$ cat src/rtl/host_arbiter_pkg.sv
// rtl/host_arbiter_pkg.sv - shared encodings for the host arbiter
package host_arbiter_pkg;

    typedef logic [1:0] arb_state_t;

    localparam arb_state_t ARB_IDLE     = 2'd0;
    localparam arb_state_t ARB_GRANT_MH = 2'd1;
    localparam arb_state_t ARB_GRANT_SH = 2'd2;
    localparam arb_state_t ARB_GUARD    = 2'd3;

    localparam logic HOST_MAIN = 1'b0;
    localparam logic HOST_SEC  = 1'b1;

    function automatic int max2(input int a, input int b);
        return (a > b) ? a : b;
    endfunction

endpackage

$ cat src/rtl/host_arbiter_if.sv
// rtl/host_arbiter_if.sv - host chip-select, control and status bundle of the arbiter
// master: host/management side (drives chip-selects and controls, reads grants/status)
// slave : arbiter side
interface host_arbiter_if;
    logic       mh_cs_n;
    logic       sh_cs_n;
    logic       arb_enable;
    logic       sw_host_select;
    logic       prio_main;
    logic       clr_status;
    logic       host_select;
    logic       mh_grant;
    logic       sh_grant;
    logic       conflict_pulse;
    logic [7:0] conflict_count;
    logic       timeout_flag;

    modport master (
        output mh_cs_n, sh_cs_n, arb_enable, sw_host_select, prio_main, clr_status,
        input  host_select, mh_grant, sh_grant, conflict_pulse, conflict_count, timeout_flag
    );

    modport slave (
        input  mh_cs_n, sh_cs_n, arb_enable, sw_host_select, prio_main, clr_status,
        output host_select, mh_grant, sh_grant, conflict_pulse, conflict_count, timeout_flag
    );
endinterface

$ cat src/rtl/host_arbiter_cs_sync.sv
// rtl/host_arbiter_cs_sync.sv - multi-flop synchronizer for one asynchronous chip-select
// Ports: clk, rst_n (sync, active-low), i_async (raw pin), o_sync (synchronized level).
// STAGES must be at least 2. Resets to RESET_VAL so a CS reads inactive out of reset.
module host_arbiter_cs_sync #(
    parameter int   STAGES    = 2,
    parameter logic RESET_VAL = 1'b1
) (
    input  logic clk,
    input  logic rst_n,
    input  logic i_async,
    output logic o_sync
);

    logic [STAGES-1:0] r_chain;

    always_ff @(posedge clk) begin
        if (!rst_n) begin
            r_chain <= {STAGES{RESET_VAL}};
        end else begin
            r_chain <= {r_chain[STAGES-2:0], i_async};
        end
    end

    assign o_sync = r_chain[STAGES-1];

endmodule

$ cat src/rtl/host_arbiter.sv
// rtl/host_arbiter.sv - per-transaction flash path arbiter between main and secondary host
// Ports: clk, rst_n (sync, active-low), bus (host_arbiter_if.slave):
//   in : mh_cs_n, sh_cs_n (async), arb_enable, sw_host_select, prio_main, clr_status
//   out: host_select (0=main), mh_grant, sh_grant, conflict_pulse,
//        conflict_count (saturating 8 bit), timeout_flag (sticky)
module host_arbiter
    import host_arbiter_pkg::*;
#(
    parameter int SYNC_STAGES    = 2,
    parameter int GUARD_CYCLES   = 4,
    parameter int TIMEOUT_CYCLES = 1000000
) (
    input  logic          clk,
    input  logic          rst_n,
    host_arbiter_if.slave bus
);

    // One down-counter serves both the grant timeout and the guard gap.
    localparam int CNT_W = $clog2(max2(TIMEOUT_CYCLES, GUARD_CYCLES) + 1);
    localparam logic [CNT_W-1:0] TMO_LOAD = CNT_W'(TIMEOUT_CYCLES - 1);
    localparam logic [CNT_W-1:0] GRD_LOAD = CNT_W'(GUARD_CYCLES - 1);

    logic w_mh_sync, w_sh_sync;
    logic w_mh_act, w_sh_act;
    logic w_mh_req, w_sh_req;
    logic w_mh_rise, w_sh_rise;
    logic w_in_grant, w_owner_act, w_release, w_timeout, w_conflict;
    logic w_pick;

    arb_state_t       r_state;
    logic [CNT_W-1:0] r_cnt;
    logic             r_host_select, r_mh_grant, r_sh_grant, r_last_grant;
    logic             r_mh_lock, r_sh_lock;
    logic             r_mh_act_d, r_sh_act_d;
    logic             r_conflict_pulse, r_timeout_flag;
    logic [7:0]       r_conflict_count;

    host_arbiter_cs_sync #(.STAGES(SYNC_STAGES), .RESET_VAL(1'b1)) u_mh_sync (
        .clk(clk), .rst_n(rst_n), .i_async(bus.mh_cs_n), .o_sync(w_mh_sync)
    );
    host_arbiter_cs_sync #(.STAGES(SYNC_STAGES), .RESET_VAL(1'b1)) u_sh_sync (
        .clk(clk), .rst_n(rst_n), .i_async(bus.sh_cs_n), .o_sync(w_sh_sync)
    );

    assign w_mh_act  = ~w_mh_sync;
    assign w_sh_act  = ~w_sh_sync;
    // A host that timed out stays locked until it drops CS at least once.
    assign w_mh_req  = w_mh_act & ~r_mh_lock;
    assign w_sh_req  = w_sh_act & ~r_sh_lock;
    // Rising edges only: a host already active when a grant starts is not a conflict.
    assign w_mh_rise = w_mh_act & ~r_mh_act_d;
    assign w_sh_rise = w_sh_act & ~r_sh_act_d;

    assign w_in_grant  = (r_state == ARB_GRANT_MH) || (r_state == ARB_GRANT_SH);
    assign w_owner_act = (r_state == ARB_GRANT_MH) ? w_mh_act : w_sh_act;
    assign w_release   = w_in_grant & ~w_owner_act;
    // Release wins over timeout when both happen on the same cycle.
    assign w_timeout   = w_in_grant & w_owner_act & (r_cnt == '0);
    assign w_conflict  = ((r_state == ARB_GRANT_MH) & w_sh_rise) |
                         ((r_state == ARB_GRANT_SH) & w_mh_rise);

    always_comb begin
        w_pick = HOST_MAIN;
        if (w_mh_req && w_sh_req) begin
            w_pick = bus.prio_main ? HOST_MAIN : ~r_last_grant;
        end else if (w_sh_req) begin
            w_pick = HOST_SEC;
        end
    end

    always_ff @(posedge clk) begin
        if (!rst_n) begin
            r_state          <= ARB_IDLE;
            r_cnt            <= '0;
            r_host_select    <= HOST_MAIN;
            r_mh_grant       <= 1'b0;
            r_sh_grant       <= 1'b0;
            r_last_grant     <= HOST_SEC;
            r_mh_lock        <= 1'b0;
            r_sh_lock        <= 1'b0;
            r_mh_act_d       <= 1'b0;
            r_sh_act_d       <= 1'b0;
            r_conflict_pulse <= 1'b0;
            r_conflict_count <= 8'd0;
            r_timeout_flag   <= 1'b0;
        end else begin
            r_mh_act_d       <= w_mh_act;
            r_sh_act_d       <= w_sh_act;
            r_conflict_pulse <= w_conflict;
            r_mh_lock        <= (w_timeout && r_state == ARB_GRANT_MH) || (r_mh_lock && w_mh_act);
            r_sh_lock        <= (w_timeout && r_state == ARB_GRANT_SH) || (r_sh_lock && w_sh_act);

            // A new event in the same cycle as clr_status survives the clear.
            if (w_conflict) begin
                if (bus.clr_status) begin
                    r_conflict_count <= 8'd1;
                end else if (r_conflict_count != 8'hFF) begin
                    r_conflict_count <= r_conflict_count + 8'd1;
                end
            end else if (bus.clr_status) begin
                r_conflict_count <= 8'd0;
            end

            if (w_timeout) begin
                r_timeout_flag <= 1'b1;
            end else if (bus.clr_status) begin
                r_timeout_flag <= 1'b0;
            end

            case (r_state)
                ARB_IDLE: begin
                    if (!bus.arb_enable) begin
                        r_host_select <= bus.sw_host_select;
                    end else if (w_mh_req || w_sh_req) begin
                        r_host_select <= w_pick;
                        r_last_grant  <= w_pick;
                        r_mh_grant    <= (w_pick == HOST_MAIN);
                        r_sh_grant    <= (w_pick == HOST_SEC);
                        r_cnt         <= TMO_LOAD;
                        r_state       <= (w_pick == HOST_SEC) ? ARB_GRANT_SH : ARB_GRANT_MH;
                    end
                end
                ARB_GRANT_MH, ARB_GRANT_SH: begin
                    if (w_release || w_timeout) begin
                        r_mh_grant <= 1'b0;
                        r_sh_grant <= 1'b0;
                        r_cnt      <= GRD_LOAD;
                        r_state    <= ARB_GUARD;
                    end else begin
                        r_cnt <= r_cnt - 1'b1;
                    end
                end
                default: begin
                    if (r_cnt == '0) begin
                        r_state <= ARB_IDLE;
                    end else begin
                        r_cnt <= r_cnt - 1'b1;
                    end
                end
            endcase
        end
    end

    assign bus.host_select    = r_host_select;
    assign bus.mh_grant       = r_mh_grant;
    assign bus.sh_grant       = r_sh_grant;
    assign bus.conflict_pulse = r_conflict_pulse;
    assign bus.conflict_count = r_conflict_count;
    assign bus.timeout_flag   = r_timeout_flag;

endmodule

$ cat src/flat_wrapper.sv
// flat-port wrapper written by rule: the top's interface ports become plain ports
module host_arbiter_flat import host_arbiter_pkg::*;
#(
    parameter int SYNC_STAGES    = 2,
    parameter int GUARD_CYCLES   = 4,
    parameter int TIMEOUT_CYCLES = 1000000
)
  (clk, rst_n, bus_mh_cs_n, bus_sh_cs_n, bus_arb_enable, bus_sw_host_select, bus_prio_main, bus_clr_status, bus_host_select, bus_mh_grant, bus_sh_grant, bus_conflict_pulse, bus_conflict_count, bus_timeout_flag);
  host_arbiter_if bus_i ();
  input  logic clk;
  input  logic rst_n;
  input wire logic [$bits(bus_i.mh_cs_n)-1:0] bus_mh_cs_n;
  input wire logic [$bits(bus_i.sh_cs_n)-1:0] bus_sh_cs_n;
  input wire logic [$bits(bus_i.arb_enable)-1:0] bus_arb_enable;
  input wire logic [$bits(bus_i.sw_host_select)-1:0] bus_sw_host_select;
  input wire logic [$bits(bus_i.prio_main)-1:0] bus_prio_main;
  input wire logic [$bits(bus_i.clr_status)-1:0] bus_clr_status;
  output wire logic [$bits(bus_i.host_select)-1:0] bus_host_select;
  output wire logic [$bits(bus_i.mh_grant)-1:0] bus_mh_grant;
  output wire logic [$bits(bus_i.sh_grant)-1:0] bus_sh_grant;
  output wire logic [$bits(bus_i.conflict_pulse)-1:0] bus_conflict_pulse;
  output wire logic [$bits(bus_i.conflict_count)-1:0] bus_conflict_count;
  output wire logic [$bits(bus_i.timeout_flag)-1:0] bus_timeout_flag;
  assign bus_i.mh_cs_n = bus_mh_cs_n;
  assign bus_i.sh_cs_n = bus_sh_cs_n;
  assign bus_i.arb_enable = bus_arb_enable;
  assign bus_i.sw_host_select = bus_sw_host_select;
  assign bus_i.prio_main = bus_prio_main;
  assign bus_i.clr_status = bus_clr_status;
  assign bus_host_select = bus_i.host_select;
  assign bus_mh_grant = bus_i.mh_grant;
  assign bus_sh_grant = bus_i.sh_grant;
  assign bus_conflict_pulse = bus_i.conflict_pulse;
  assign bus_conflict_count = bus_i.conflict_count;
  assign bus_timeout_flag = bus_i.timeout_flag;
  host_arbiter #(.SYNC_STAGES(SYNC_STAGES), .GUARD_CYCLES(GUARD_CYCLES), .TIMEOUT_CYCLES(TIMEOUT_CYCLES)) u_core (.clk(clk), .rst_n(rst_n), .bus(bus_i));
endmodule
$ cat config.mk
export PLATFORM = sky130hd
export DESIGN_NAME = host_arbiter_flat
export DESIGN_NICKNAME = d
export VERILOG_FILES = /design/src/rtl/host_arbiter_pkg.sv /design/src/rtl/host_arbiter_if.sv /design/src/rtl/host_arbiter_cs_sync.sv /design/src/rtl/host_arbiter.sv /design/src/flat_wrapper.sv
export SDC_FILE = /design/constraint.sdc
export NUM_CORES = 1
export LEC_CHECK = 0
export BUFFER_PORTS_ARGS = -buffer_cell sky130_fd_sc_hd__buf_2
export CAP_MARGIN = 0
export CORE_MARGIN = 8
export CORE_UTILIZATION = 63
export CTS_CLUSTER_DIAMETER = 120
export DETAILED_ROUTE_END_ITERATION = 8
export PLACE_DENSITY = 0.95
export SETUP_SLACK_MARGIN = 0.5
export SLEW_MARGIN = 5
export SYNTH_ARGS = -nofsm -noshare
export SYNTH_HDL_FRONTEND = slang
export SYNTH_SLANG_ARGS = --single-unit
$ cat constraint.sdc
create_clock -name clk -period 3.5 [get_ports clk]
set_input_delay 0.175 -clock clk [delete_from_list [all_inputs] [get_ports clk]]
set_output_delay 0.175 -clock clk [all_outputs]
set_load 0.005 [all_outputs]
# Word-level counts from Yosys, hierarchy flattened
# Cells that the tools add are included.
[classes]
n_reduce_logical = 24
bitwise = 19
add_sub_neg = 2
n_mux = 29
n_eq_ne = 8
[op_table]
columns = ["operator", "n"]
rows = [
  ["$mux 20", 4],
  ["$pmux 20 s2", 1],
  ["$mux 8", 4],
  ["$logic_not 20->1", 1],
  ["$sub 20x1->20 const B", 1],
  ["$mux 1", 12],
  ["$mux 2", 5],
  ["$and 1x1->1", 9],
  ["$not 1->1", 9],
  ["$add 8x1->8 const B", 1],
  ["$ne 8x8->1 const B", 1],
  ["$reduce_and 4->1", 2],
  ["$reduce_bool 2->1", 4],
  ["$ne 2x1->1 const B", 3],
  ["$reduce_and 3->1", 2],
  ["$logic_and 1x1->1", 5],
  ["$logic_or 1x1->1", 5],
  ["$pmux 1 s2", 2],
  ["$pmux 2 s2", 1],
  ["$reduce_and 2->1", 2],
  ["$ne 3x3->1 const B", 1],
  ["$reduce_bool 3->1", 1],
  ["$eq 2x1->1 const B", 1],
  ["$eq 2x2->1 const B", 1],
  ["4 further kinds", 4],
]
[word_totals]
out_inout_bits = 13
register_bits = 44
in_bits = 8

# Depth between registers and ports, before layout
[logic_depth]
ltp_word = 8
ltp_mapped = 8
mapped_depth_nobuf = 7

# Cells and area by module
# Synthesis repeated with hierarchy kept, for this count alone.
[unflattened]
hier_cells = 262
area_unflattened_um2 = 2207.1
[modules_own_cells]
columns = ["module", "instances", "seq_area_each_um2", "cells_each", "area_each_um2"]
rows = [
  ["host_arbiter", 1, 800.8, 254, 2102.0],
  ["host_arbiter_cs_sync", 2, 40.0, 4, 52.6],
]

# Least setup slack after synthesis
# OpenSTA, ideal clock, no wires.
[synth_path]
path_type = "register to register"
from = "register u_core.r_cnt[6]"
to = "register u_core.r_cnt[13]"
t_arrival_ns = 1.916
path_stages_with_launch = 7
slack_ns = 1.514
required_time_ns = 3.430
cell_sequence = "dfxtp_1 or3_4 or3_1 buf_6 or2_4 or4_1 a21oi_1"
[synth_between]
elab_chain_len = 5
[synth_rtl]
columns = ["element", "line", "source"]
rows = [
  ["start: declaration", "host_arbiter.sv:31", "logic [CNT_W-1:0] r_cnt;"],
  ["start signal: assignment", "host_arbiter.sv:130", "r_cnt <= r_cnt - 1'b1;"],
  ["start signal: assignment", "host_arbiter.sv:137", "r_cnt <= r_cnt - 1'b1;"],
  ["parallel branches: the longest is 5 deep, another holds $sub 20x1->20", "--", ""],
]
# Parallel ways; which one is timed is not known. The select of a mux whose other input is x is not followed.
# A chain may end at the register's enable or synchronous reset.

# Worst setup path in the final report
[layout_path]
from = "register u_core.r_state[0]"
to = "register u_core.r_cnt[10]"
[layout_between]
elab_chain_len = 7
[layout_rtl]
columns = ["element", "line", "source"]
rows = [
  ["start: declaration", "host_arbiter.sv:30", "arb_state_t r_state;"],
  ["start signal: assignment", "host_arbiter.sv:120", "r_state <= (w_pick == HOST_SEC) ? ARB_GRANT_SH : ARB_GRANT_MH;"],
  ["$eq 2x1->1 / $eq 2x2->1 (equally long branches)", "host_arbiter.sv:54, host_arbiter.sv:55, host_arbiter.sv:110", ""],
  ["$mux 1 / $logic_or 1x1->1 (equally long branches)", "host_arbiter.sv:55, host_arbiter.sv:54", ""],
  ["$and 1x1->1 / $not 1->1 (equally long branches)", "host_arbiter.sv:58, host_arbiter.sv:56", ""],
  ["$and 1x1->1, on equally long branches", "host_arbiter.sv:58, host_arbiter.sv:56", ""],
  ["$logic_or 1x1->1", "host_arbiter.sv:124", "if (w_release || w_timeout) begin"],
  ["$mux 20", "host_arbiter.sv:124", ""],
  ["$pmux 20 s2", "host_arbiter.sv:110", "case (r_state)"],
]
# Parallel ways exist; a longest one is shown, timed or not.

==> results.md <==
- CP required: 3800 ps
- Initial antenna violation count: 0
- CTS sink cnt: 44
- Num rows: 22
- Root Driver: clkbuf_4
- Die Wd: 76.4 um
- Syn_area_per_cell: around 8.7 um^2
- Clock Latency Late Sink: 370 ps
- Die height: 76.4 um
- Top_reg_cell synth: dfxtp_1
- Synth warn: 0
- PortBufs: 20
- First-pass GRT wire length: 8980 um
- R2R Path Start: u_core.r_state[0]
- ANT cells: 0
- Post-synth top area cell: dfxtp_1
- Detail Route Antenna Nets: 0
- Max cap viols: 0
- Fillers: roughly 270
- Drt initial violations: 166
- Slew @ Worst Pin: 823 ps
- Worst R2R Path Depth: 6
- CP most frequent cell: a21oi_1
- Hold path endpoint: u_core.bus.conflict_count[0]
- Crit Path Max Fanout: 13
- Post-synthesis register bit count: 44
- CTS tree: built
- Routed wire length per instance: between 15 and 20 um
- Max-slew headroom: 45.2%
- WL final: 5190 um
- CP Launch Type: flip-flop
- RePlAce Congestion: between 0.8 and 0.9
- Post-DP HPWL: around 3700 um
- Hold Path Depth: 3
- Remaining DRCs: 0
- Starting Density: 64.2%
- Vias: 2102
- Worst r2r dst: u_core.r_cnt[10]
- Worst Setup End Kind: flip-flop
- Peak VDD IR: approximately 0.6 mV
- Vias in the first global route: 2062
- Min-delay src: bus_clr_status
- Setup bufs post-CTS: 0
- TritonRoute pass-1 iters: 4
- TritonCTS Buffers: 5
- LEAKAGE: 0.956 nW
- Critical path's slowest cell: a21oi_1
- Final setup fails: 0
- Number of synthesized flops with an enable pin: 0
- Syn_nets: 280
- I/O Pins: 21
- Worst R2R Setup Slack: around 1100 ps
- CP Class: flip-flop to flip-flop
- Commonest cells in the synthesized netlist: dfxtp_1 (44), nor2_1 (22), inv_1 (18)
- Max Freq: between 400 and 500 MHz
- Hold WS: approximately 94 ps
- Slew Limit Fails: 0
- Via density: around 6.3
- Slowest stage delay, CP: 600 ps
- Nets: 299
- Largest net degree at the start of global routing: 19
- Clk slew on worst S/H paths: 140 ps
- P per Cell Area: roughly 860 mW/mm^2
- Most frequent cell after synthesis: dfxtp_1
- Share of the synthesized area in the top cell type: 38.4%
- Sequential element share of the synthesized area: about two fifths
- Grt ovf: 0
- RSZ-0062 raised after global routing: false
- Setup TNS: 0 ps
- Share of cells above drive strength 1: ~14%
- All-Layer GR Usage: between 10% and 20%
- Synth top area cells: dfxtp_1 (38%), ha_1 (3.8%), nor2_1 (3.6%)
- Critical-path cell list: inv_1, ha_1, a21boi_2, a21oi_1, or4bb_1, a21oi_1
- Mapped cell area: 0.00230 mm^2
- Crit path arrival time: 2670 ps
- Asr flop ratio synth: 0%
- Worst Hold Class: primary input to flip-flop
- Outcome: completed
- Clock Skews: 13.6 ps
- Synth-to-layout area growth: 7.74%
- CTS Buffer Depth: 2
- H-tree Lvls: 2
- Fin. Hold Viols: 0
- Mapped Cells: 265
- Crit share post-route: 67.9%
- Synth cell types: 54
- Core area: approximately 0.0036 mm^2
- Min Tclk post-route: 2380 ps
- DIE AREA: ~0.0058 mm^2
[state kept, by name, summed over array words and instances, names as in the netlist]
signal                     flops
u_core.r_sh_lock               1
u_core.r_cnt                  20
u_core.bus.timeout_flag        1
u_core.r_mh_act_d              1
u_core.r_last_grant            1
u_core.u_mh_sync.r_chain       2
u_core.bus.conflict_count      8
u_core.r_sh_act_d              1
u_core.r_mh_lock               1
u_core.bus.mh_grant            1
u_core.r_state                 2
u_core.bus.host_select         1
u_core.bus.conflict_pulse      1
u_core.u_sh_sync.r_chain       2
u_core.bus.sh_grant            1
[kinds of logic (layout without fill, tap and decap cells)]
group,count (synthesis),in the layout,share of synthesized area (%)
simple gates,102,102,25.2
compound gates,73,73,22.1
flops,44,44,38.4
buf+inv,28,48,5.94
fa+ha+maj,7,7,3.81
mux,6,6,2.62
xor+xnor,5,5,1.91
[routing by layer]
| metal | routed length, um | up-vias | global-route usage, % | part of all wire (%) |
|---|---|---|---|---|
| met5 | 0 | - | 0 | 0 |
| met2 | 2610 | 55 | 30.8 | 50 |
| li1 | - | 1025 | - | - |
| met3 | 232 | 14 | 4.83 | 4.5 |
| met1 | 2240 | 1008 | 20.4 | 43 |
| met4 | 105 | 0 | 8.46 | 2.0 |
[worst max-delay path by stage]
| stage | from | slack, ps | to |
|---|---|---|---|
| 6_report | u_core.r_state[0] | 1120 | u_core.r_cnt[10] |
| 3_3_place_gp | u_core.r_state[0] | 1320 | u_core.r_cnt[10] |
| 2_1_floorplan | u_core.r_cnt[6] | 1510 | u_core.r_cnt[13] |
| 5_1_grt | u_core.r_state[0] | 910 | u_core.r_cnt[10] |
| 4_1_cts | u_core.r_state[0] | 1170 | u_core.r_cnt[10] |
| 3_5_place_dp | u_core.r_state[0] | 1220 | u_core.r_cnt[10] |
[worst max-delay path, delay by kind of cell, from the launching register on]
| family | cells | cell delay [ps] |
|---|---|---|
| compound gates | 3 | 1010 |
| buf+inv | 1 | 80 |
| fa+ha+maj | 1 | 350 |
| flops | 1 | 410 |
| simple gates | 1 | 440 |
[metrics by stage]
| stage | power [mW] | area (um^2) | utilization (%) | std cells | setup WS [ps] |
|---|---|---|---|---|---|
| after global routing | 2.31 | 2470 | 69.1 | 333 | 915 |
| final | 2.14 | 2470 | 69.1 | 333 | 1120 |
| after CTS | 2.13 | 2470 | 69.1 | 333 | 1170 |
| after global placement | 1.80 | 2390 | 66.7 | 323 | 1320 |
| after floorplan | 1.67 | 2300 | - | 265 | 1510 |
| after detailed placement | 1.86 | 2390 | 66.7 | 323 | 1220 |
[power by group]
group | internal [mW] | total (mW) | switching, mW
sequential | 0.614 | 0.730 | 0.116
combinational | 0.439 | 1.14 | 0.701
clock | 0.0976 | 0.269 | 0.171
total | 1.15 | 2.14 | 0.988
[final cells by class]
cell class	instances	area (um^2)	area share, %
timing repair buffer	22	120	4.86
sequential	44	881	35.6
clock buffer	6	51.3	2.07
clock inverter	2	15.0	0.607
inverter	18	67.6	2.73
multi-input combinational	193	1280	51.7
tap	48	60.1	2.43
[cell usage in the layout, fill, tap and decap left out, types with 10 or more instances in the layout]
cell / n
dfxtp_1: 44
nor2_1: 22
buf_2: 20
inv_1: 18
a21oi_1: 15
nand2_1: 13
o21ai_0: 12
nor3_1: 10
[repair_timing]
item	4_1_cts	5_1_grt
hold buffers	2	0
hold endpoints to repair	2	0
gates resized for setup	0	0
Power figures use the tool's default switching activity.
